[src/rtl/mux_arb_pkg.sv]
// Shared types and constants for the N-channel stream multiplexer.
package mux_arb_pkg;

  typedef enum logic {
    MODE_FIXED = 1'b0,
    MODE_RR    = 1'b1
  } mux_mode_e;

  // Sliced down to WIDTH by users; 64 bits covers any realistic channel width.
  localparam logic [63:0] RESET_DATA = '0;

endpackage : mux_arb_pkg

[src/rtl/mux_arb_stream_rr_pick.sv]
// Rotating-priority picker: grants the first requester after ptr, wrapping modulo N_CH.
module rr_pick #(
  parameter  int N_CH  = 8,
  localparam int SEL_W = $clog2(N_CH)
) (
  input  logic [N_CH-1:0]  req,
  input  logic [SEL_W-1:0] ptr,
  output logic [SEL_W-1:0] gnt,
  output logic             gnt_vld
);

  logic [N_CH-1:0] req_hi;

  // Requests strictly above ptr win first; otherwise the lowest request wraps around.
  // NOTE: every output of a combinational block gets a default first so no latch is inferred.
  always_comb begin
    req_hi  = '0;
    gnt     = '0;
    gnt_vld = |req;
    for (int i = 0; i < N_CH; i++) begin
      req_hi[i] = req[i] && (SEL_W'(i) > ptr);
    end
    for (int i = N_CH - 1; i >= 0; i--) begin
      if (req[i]) gnt = SEL_W'(i);
    end
    for (int i = N_CH - 1; i >= 0; i--) begin
      if (req_hi[i]) gnt = SEL_W'(i);
    end
  end

endmodule : rr_pick

[src/rtl/mux_arb_stream.sv]
// N-channel valid/ready stream mux with fixed-select or round-robin arbitration
// and a single registered output slot.
module mux_arb_stream
  import mux_arb_pkg::*;
#(
  parameter  int N_CH  = 8,
  parameter  int WIDTH = 4,
  localparam int SEL_W = $clog2(N_CH)
) (
  input  logic                    clk,
  input  logic                    rst,
  input  logic                    mode,
  input  logic [SEL_W-1:0]        sel,
  input  logic [N_CH*WIDTH-1:0]   in_data,
  input  logic [N_CH-1:0]         in_valid,
  output logic [N_CH-1:0]         in_ready,
  output logic [WIDTH-1:0]        out_data,
  output logic [SEL_W-1:0]        out_ch,
  output logic                    out_valid,
  input  logic                    out_ready
);

  mux_mode_e        mode_e;
  logic [SEL_W-1:0] rr_ptr;
  logic [SEL_W-1:0] rr_gnt;
  logic             rr_vld;
  logic             fix_vld;
  logic [SEL_W-1:0] gnt;
  logic             gnt_vld;
  logic [WIDTH-1:0] gnt_data;
  logic             load_en;

  assign mode_e  = mux_mode_e'(mode);
  assign load_en = !out_valid || out_ready;

  rr_pick #(.N_CH(N_CH)) u_rr_pick (
    .req     (in_valid),
    .ptr     (rr_ptr),
    .gnt     (rr_gnt),
    .gnt_vld (rr_vld)
  );

  // A sel beyond the last channel matches no index and therefore grants nothing.
  always_comb begin
    fix_vld = 1'b0;
    for (int i = 0; i < N_CH; i++) begin
      if (sel == SEL_W'(i)) fix_vld = in_valid[i];
    end
  end

  assign gnt     = (mode_e == MODE_RR) ? rr_gnt : sel;
  assign gnt_vld = (mode_e == MODE_RR) ? rr_vld : fix_vld;

  always_comb begin
    gnt_data = '0;
    in_ready = '0;
    for (int i = 0; i < N_CH; i++) begin
      if (gnt == SEL_W'(i)) begin
        gnt_data    = in_data[i*WIDTH +: WIDTH];
        in_ready[i] = gnt_vld && load_en;
      end
    end
  end

  // rr_ptr resets to the last channel so the first round-robin search starts at channel 0.
  // NOTE: sequential state uses non-blocking assignments so every register samples pre-edge values.
  always_ff @(posedge clk or posedge rst) begin
    if (rst) begin
      out_valid <= 1'b0;
      out_data  <= RESET_DATA[WIDTH-1:0];
      out_ch    <= '0;
      rr_ptr    <= SEL_W'(N_CH - 1);
    end else if (load_en) begin
      if (gnt_vld) begin
        out_valid <= 1'b1;
        out_data  <= gnt_data;
        out_ch    <= gnt;
        if (mode_e == MODE_RR) rr_ptr <= gnt;
      end else begin
        out_valid <= 1'b0;
      end
    end
  end

endmodule : mux_arb_stream

[config.mk]
export PLATFORM = sky130hd
export DESIGN_NAME = mux_arb_stream
export DESIGN_NICKNAME = d
export VERILOG_FILES = /design/src/rtl/mux_arb_pkg.sv /design/src/rtl/mux_arb_stream_rr_pick.sv /design/src/rtl/mux_arb_stream.sv
export SDC_FILE = /design/constraint.sdc
export NUM_CORES = 1
export LEC_CHECK = 0
export CAP_MARGIN = 20
export CORE_ASPECT_RATIO = 0.9
export CORE_MARGIN = 2
export CORE_UTILIZATION = 35
export DETAILED_ROUTE_END_ITERATION = 10
export PLACE_DENSITY = 0.87
export SLEW_MARGIN = 40
export SYNTH_ARGS = -nofsm -noshare
export SYNTH_HDL_FRONTEND = slang
export SYNTH_SLANG_ARGS = --single-unit
export TNS_END_PERCENT = 50
[constraint.sdc]
create_clock -name clk -period 2.3 [get_ports clk]
set_input_delay 0.345 -clock clk [delete_from_list [all_inputs] [get_ports clk]]
set_output_delay 0.345 -clock clk [all_outputs]
set_load 0.01 [all_outputs]
After elaboration in Yosys (flattened, before gate mapping)
Cells that the tools add are included.
{ "totals": {"ff_bits": 11, "out_inout_bits": 16, "word_cells": 85} }
{ "op_classes": {"reduce_logical": 16, "n_lt_le_gt_ge": 8, "muxes": 43, "n_eq_ne": 14} }
{ "op_table": {"columns": ["op", "n"], "rows": [
  ["3-bit 2-to-1 mux", 17],
  ["4-bit 2-to-1 mux", 8],
  ["3-bit equality test, second input constant", 8],
  ["1-bit 2-to-1 mux", 18],
  ["3-bit by 2-bit equality test with 1-bit output, second input constant", 4],
  ["3-bit > comparator, first input constant", 4],
  ["1-bit logical AND", 9],
  ["8-bit OR reduction", 1],
  ["3-bit by 1-bit equality test with 1-bit output, second input constant", 2],
  ["1-bit by 3-bit > comparator with 1-bit output, first input constant", 2],
  ["2-bit by 3-bit > comparator with 1-bit output, first input constant", 2],
  ["3-bit zero test", 2],
  ["3-bit AND reduction", 1],
  ["2-bit AND reduction", 1],
  ["1-bit zero test", 1],
  ["1-bit logical OR", 1]
]} }

Depth between registers and ports, before layout
{ "depth": {"depth_word": 26, "ltp_mapped": 10} }

Cells and area by module
A second synthesis with hierarchy kept.
{ "unflattened": {"hier_cells": 157, "hier_area_um2": 1203.7} }
{ "by_module_without_submodules": {"columns": ["module", "n_inst", "seq_area_each_um2", "area_per_inst_um2", "cells_per_inst"], "rows": [
  ["mux_arb_stream", 1, 279.0, 893.4, 106],
  ["rr_pick", 1, 0.0, 310.3, 51]
]} }

Worst setup path before layout
OpenSTA, ideal clock, no wires.
{ "synth_path": {"path_kind": "reg-to-output", "start": "register rr_ptr[1]", "end": "output in_ready[0]", "n_path_buf": 3, "required_time_ns": 1.955, "path_stages_with_launch": 9, "arrival_ns": 1.963, "slack_ns": -0.008, "cell_sequence": "dfstp_2 -> buf_2 -> a31oi_1 -> a221oi_1 -> o32ai_1 -> buf_4 -> buf_4 -> or3_1 -> nor2_1"} }
{ "synth_via": {"elab_chain_cells": 13} }
{ "synth_lines": {"columns": ["element", "line_no", "source"], "rows": [
  ["start, declared", "mux_arb_stream.sv:24", "logic [SEL_W-1:0] rr_ptr;"],
  ["start signal, assigned", "mux_arb_stream.sv:72", "rr_ptr <= SEL_W'(N_CH - 1);"],
  ["start signal, assigned", "mux_arb_stream.sv:78", "if (mode_e == MODE_RR) rr_ptr <= gnt;"],
  ["3-bit > comparator", "mux_arb_stream_rr_pick.sv:21", "req_hi[i] = req[i] && (SEL_W'(i) > ptr);"],
  ["1-bit logical AND", "mux_arb_stream_rr_pick.sv:21", null],
  ["3-bit 2-to-1 mux (7 in series)", "mux_arb_stream_rr_pick.sv:27", "if (req_hi[i]) gnt = SEL_W'(i);"],
  ["3-bit 2-to-1 mux *", "mux_arb_stream_rr_pick.sv:27", null],
  ["3-bit 2-to-1 mux *", "mux_arb_stream.sv:51", "assign gnt = (mode_e == MODE_RR) ? rr_gnt : sel;"],
  ["3-bit zero test *", "mux_arb_stream.sv:58", "if (gnt == SEL_W'(i)) begin"],
  ["1-bit 2-to-1 mux *", "mux_arb_stream.sv:58", null],
  ["end, declared", "mux_arb_stream.sv:16", "output logic [N_CH-1:0] in_ready,"]
]} }
Mark *: on every way between the ends. The rest lies on a longest branch, timed or not.

Worst setup path in the final report
{ "layout_path": {"start": "register rr_ptr[2]", "end": "output in_ready[1]"} }
{ "layout_via": {"elab_chain_cells": 13} }
{ "layout_lines": {"columns": ["element", "line_no"], "rows": [
  ["3-bit > comparator", "mux_arb_stream_rr_pick.sv:21"],
  ["1-bit logical AND", "mux_arb_stream_rr_pick.sv:21"],
  ["3-bit 2-to-1 mux (7 in series)", "mux_arb_stream_rr_pick.sv:27"],
  ["3-bit 2-to-1 mux *", "mux_arb_stream_rr_pick.sv:27"],
  ["3-bit 2-to-1 mux *", "mux_arb_stream.sv:51"],
  ["3-bit by 1-bit equality test with 1-bit output *", "mux_arb_stream.sv:58"],
  ["1-bit 2-to-1 mux *", "mux_arb_stream.sv:58"]
]} }
Marks and branches as above.

==> flow_summary.html <==
<table>
<tr><th>Metric</th><th>Value</th></tr>
<tr><th colspan="2">Floorplanning</th></tr>
<tr><td>Top-level port count</td><td>63</td></tr>
<tr><td>Die outline area</td><td>3760 um^2</td></tr>
<tr><td>DIE HEIGHT</td><td>~60 um</td></tr>
<tr><td>Core region area</td><td>between 3000 and 4000 um^2</td></tr>
<tr><td># rows</td><td>19</td></tr>
<tr><td>Initial Util</td><td>37.2%</td></tr>
<tr><td>Die W</td><td>64.4 um</td></tr>
<tr><th colspan="2">STA</th></tr>
<tr><td>Final setup violation count</td><td>12</td></tr>
<tr><td>Achievable Freq</td><td>around 380 MHz</td></tr>
<tr><td>Post-layout worst setup margin</td><td>-0.309 ns</td></tr>
<tr><td>Least-Margin Pin Slew</td><td>between 0.4 and 0.5 ns</td></tr>
<tr><td>Max Slew Vio Count</td><td>0</td></tr>
<tr><td>Final TNS setup</td><td>-2.19 ns</td></tr>
<tr><td>Max-slew headroom</td><td>roughly three quarters</td></tr>
<tr><td>Time the worst path needs with I/O delays and setup</td><td>approximately 2.6 ns</td></tr>
<tr><td>Final Hold Fails</td><td>0</td></tr>
<tr><td>RSZ-0062 raised after global routing</td><td>yes</td></tr>
<tr><td>Post-route fraction of the period consumed by the critical path</td><td>113%</td></tr>
<tr><td>Clock skew</td><td>~0.0088 ns</td></tr>
<tr><th colspan="2">CTS</th></tr>
<tr><td>Latest clock arrival within the worst-skew pair</td><td>approximately 0.27 ns</td></tr>
<tr><td>Total number of clock tree sinks</td><td>11</td></tr>
<tr><td>Quantity of hold-fixing buffers added after cts</td><td>0</td></tr>
<tr><td>Clock tree from TritonCTS</td><td>built</td></tr>
<tr><td>Number of H-tree levels</td><td>1</td></tr>
<tr><td>CTS clock-pin slew for the worst setup and hold paths</td><td>0.07 ns</td></tr>
<tr><td>Number of buffers created by CTS</td><td>3</td></tr>
<tr><td>Clock root buffer</td><td>clkbuf_4</td></tr>
<tr><td>CTS Buffer Depth</td><td>2</td></tr>
<tr><th colspan="2">Yosys</th></tr>
<tr><td>Synth Instances</td><td>about 140</td></tr>
<tr><td>Post-synth top flop</td><td>dfrtp_1</td></tr>
<tr><td>Synthesized area</td><td>around 1100 um^2</td></tr>
<tr><td>Proportion of synthesized flip-flops having asynchronous set or reset</td><td>100%</td></tr>
<tr><td>Cell types with the highest counts after synthesis</td><td>nor2_1 (20), mux2i_1 (19), nand2_1 (12), dfrtp_1 (8)</td></tr>
<tr><td>Number of synthesized flops with an enable pin</td><td>0</td></tr>
<tr><td>Flop and latch count out of synthesis</td><td>11</td></tr>
<tr><td>Top-count cell post-synth</td><td>nor2_1</td></tr>
<tr><td>Count of warnings emitted by yosys</td><td>0</td></tr>
<tr><td>Leading post-synthesis cells by cell area</td><td>dfrtp_1 (17%), mux2i_1 (17%), dfstp_2 (6.9%), nor2_1 (6.5%), mux2_2 (5.9%)</td></tr>
<tr><td>Part of the Yosys area used for sequential elements</td><td>roughly a quarter</td></tr>
<tr><td>Cell taking the most area after synthesis</td><td>dfrtp_1</td></tr>
<tr><td>Library cells used by synthesis</td><td>40</td></tr>
<tr><td>Synthesized area per cell</td><td>between 8 and 9 um^2</td></tr>
<tr><td>Number of nets in the synthesized netlist</td><td>185</td></tr>
<tr><td>Proportion of netlist area held by the largest area contributor</td><td>between 10% and 20%</td></tr>
<tr><th colspan="2">Hold path</th></tr>
<tr><td>Min-delay worst type</td><td>in2async</td></tr>
<tr><th colspan="2">Critical path</th></tr>
<tr><td>Setup crit end</td><td>in_ready[1]</td></tr>
<tr><td>Longest individual stage delay on the worst path</td><td>just over 0.6 ns</td></tr>
<tr><td>Max stage delay cell, worst path</td><td>dfstp_2</td></tr>
<tr><td>Number of cells on the worst reg-to-reg path</td><td>9</td></tr>
<tr><td>Timing startpoint of the critical path</td><td>rr_ptr[2]</td></tr>
<tr><td>Setup slack of the most critical reg-to-reg path</td><td>-0.14 ns</td></tr>
<tr><td>Reg-to-Reg Start</td><td>rr_ptr[2]</td></tr>
<tr><td>Reg-to-reg critical path endpoint</td><td>out_data[0]</td></tr>
<tr><td>Chain of cells forming the critical path</td><td>o211ai_1, a221oi_2, o32ai_4, buf_6, or3_4, nor2_1, buf_2</td></tr>
<tr><td>Type of element capturing the critical path</td><td>output port</td></tr>
<tr><td>CP required</td><td>approximately 2 ns</td></tr>
<tr><td>Category of the critical setup timing path</td><td>reg2out</td></tr>
<tr><td>Highest fanout seen on the critical path</td><td>8</td></tr>
<tr><td>CP Launch Type</td><td>flop</td></tr>
<tr><td>Worst EP arrival</td><td>around 2.3 ns</td></tr>
<tr><th colspan="2">GRT</th></tr>
<tr><td>Largest net degree at the start of global routing</td><td>17</td></tr>
<tr><td>Residual overflow from global routing</td><td>0</td></tr>
<tr><td>Initial antenna violation count</td><td>0</td></tr>
<tr><td>GRT Util Overall</td><td>25.9%</td></tr>
<tr><td>Number of global-route vias before repair</td><td>1454</td></tr>
<tr><td>Wire length of the first global-routing pass</td><td>7390 um</td></tr>
<tr><th colspan="2">Routing</th></tr>
<tr><td>Detail Route Antenna Nets</td><td>0</td></tr>
<tr><td>Drc violations</td><td>0</td></tr>
<tr><td>DR iter-0 viols</td><td>a little under 60</td></tr>
<tr><td>Number of iterations in the first detailed-routing pass</td><td>4</td></tr>
<tr><td>Via density per instance</td><td>about 5.3</td></tr>
<tr><td>Average wire per cell in the routed design</td><td>roughly 17 um</td></tr>
<tr><td>Total vias in the final route</td><td>between 1.5k and 2k</td></tr>
<tr><td>Routed WL</td><td>4660 um</td></tr>
<tr><th colspan="2">Placement</th></tr>
<tr><td>Half-perimeter wire length after placement</td><td>roughly 3200 um</td></tr>
<tr><td>Weighted congestion reported at the end of routability-driven placement</td><td>approximately 0.9</td></tr>
<tr><td>Count of buffers inserted at the top-level ports</td><td>62</td></tr>
<tr><th colspan="2">Power and ir drop</th></tr>
<tr><td>Highest ir drop seen on vdd</td><td>about 0.67 mV</td></tr>
<tr><td>Static leakage power</td><td>between 0.9 and 1 nW</td></tr>
<tr><td>Power density cells</td><td>about 720 nW/um^2</td></tr>
<tr><th colspan="2">Outcome</th></tr>
<tr><td>Violated checks</td><td>negative setup slack</td></tr>
<tr><td>Run status</td><td>complete, but fails checks</td></tr>
<tr><th colspan="2">Finish</th></tr>
<tr><td>Antenna cell count</td><td>0</td></tr>
<tr><td>Total Nets Final</td><td>around 290</td></tr>
<tr><td>Share of cells above drive strength 1</td><td>approximately two fifths</td></tr>
<tr><td>Synth-to-layout area growth</td><td>94.9%</td></tr>
<tr><td>End-of-flow core utilization</td><td>72.5%</td></tr>
<tr><th colspan="2">Run</th></tr>
<tr><td>Number of maximum-capacitance violations</td><td>0</td></tr>
</table>
[kinds of logic after synthesis]
logic type / after synthesis / share of synthesized area, %
DFF: 11 / 24.3
buffers and inverters: 13 / 5.33
and+or+nand+nor: 54 / 22.6
muxes: 27 / 26.3
AOI/OAI and AO/OA: 33 / 21.4
[where the power goes]
group,internal (mW),total (mW),switching (mW)
sequential,0.279,0.350,0.0711
combinational,0.623,1.13,0.507
clock,0.0672,0.131,0.0642
[final cells by class]
| cell class | instances | area (um^2) |
|---|---|---|
| Sequential cell | 11 | 279 |
| Inverter | 7 | 26.3 |
| Clock buffer | 4 | 26.3 |
| Fill cell | 211 | 850 |
| Multi-Input combinational cell | 114 | 958 |
| Timing Repair Buffer | 104 | 898 |
| Tap cell | 42 | 52.6 |
[layer usage]
layer / global-route usage, % / vias up / share of wire [%]
met1: 33.5 / 714 / 42
met3: 4.97 / 14 / 5.8
met5: 0 / - / 0
met4: 8.21 / 0 / 2.0
li1: - / 714 / -
met2: 44.2 / 60 / 51
[cell usage in the layout, fill, tap and decap left out, drive strengths merged, types with 2 or more instances in the layout]
| cell type | synthesis | routed |
|---|---|---|
| o21ai | 8 | 8 |
| clkdlybuf4s50 | 0 | 44 |
| mux2i | 19 | 19 |
| o22ai | 3 | 3 |
| or2 | 3 | 3 |
| a31oi | 2 | 2 |
| o31ai | 4 | 4 |
| a211oi | 2 | 2 |
| o32ai | 2 | 2 |
| nand2b | 6 | 6 |
| a21oi | 5 | 5 |
| nand3 | 3 | 3 |
| clkbuf | 0 | 4 |
| inv | 7 | 7 |
| nor2b | 4 | 4 |
| dfstp | 3 | 3 |
| buf | 6 | 56 |
| mux2 | 6 | 6 |
| nand2 | 12 | 12 |
| mux4 | 2 | 2 |
| clkdlybuf4s15 | 0 | 3 |
| nor2 | 21 | 21 |
| dfrtp | 8 | 8 |
[worst min-delay path by stage]
stage	slack, ns	depth (start not counted)	from	to
after floorplan	0.20	1	rst	out_ch[0]
after global placement	0.46	2	out_data[3]	out_data[3]
after detailed placement	0.48	2	out_data[1]	out_data[1]
after CTS	0.35	2	rst	out_ch[0]
after global routing	0.39	2	rst	out_data[3]
final	0.35	2	rst	out_ch[0]
[worst max-delay path, delay by kind of cell (launching register included)]
kind	cells	cell delay, ns
simple gates	2	0.43
compound gates	3	0.67
buf+inv	2	0.28
flops	1	0.62
[registers in the layout, summed over array words and instances, names as in the netlist]
signal and cells:
rr_ptr 3, out_ch 3, out_valid 1, out_data 4
[metrics by stage]
stage	setup slack [ns]	instance area [um^2]	hold slack [ns]	cells	power [mW]
detailed placement	-0.855	2040	0.481	269	1.26
global placement	-0.822	2040	0.464	269	1.25
floorplan	-0.00760	1150	0.195	138	0.809
CTS	-0.248	2200	0.349	282	1.55
finish	-0.309	2240	0.346	282	1.61
global route	-0.351	2240	0.386	282	1.71
[what timing repair did]
| action | in CTS | in global routing |
|---|---|---|
| gates resized for setup | 89 | 11 |
| pin swaps | 9 | 7 |
| setup endpoints to repair | 14 | 12 |
| buffers inserted | 9 | 0 |
No activity file was read; power rests on OpenSTA's default activity.
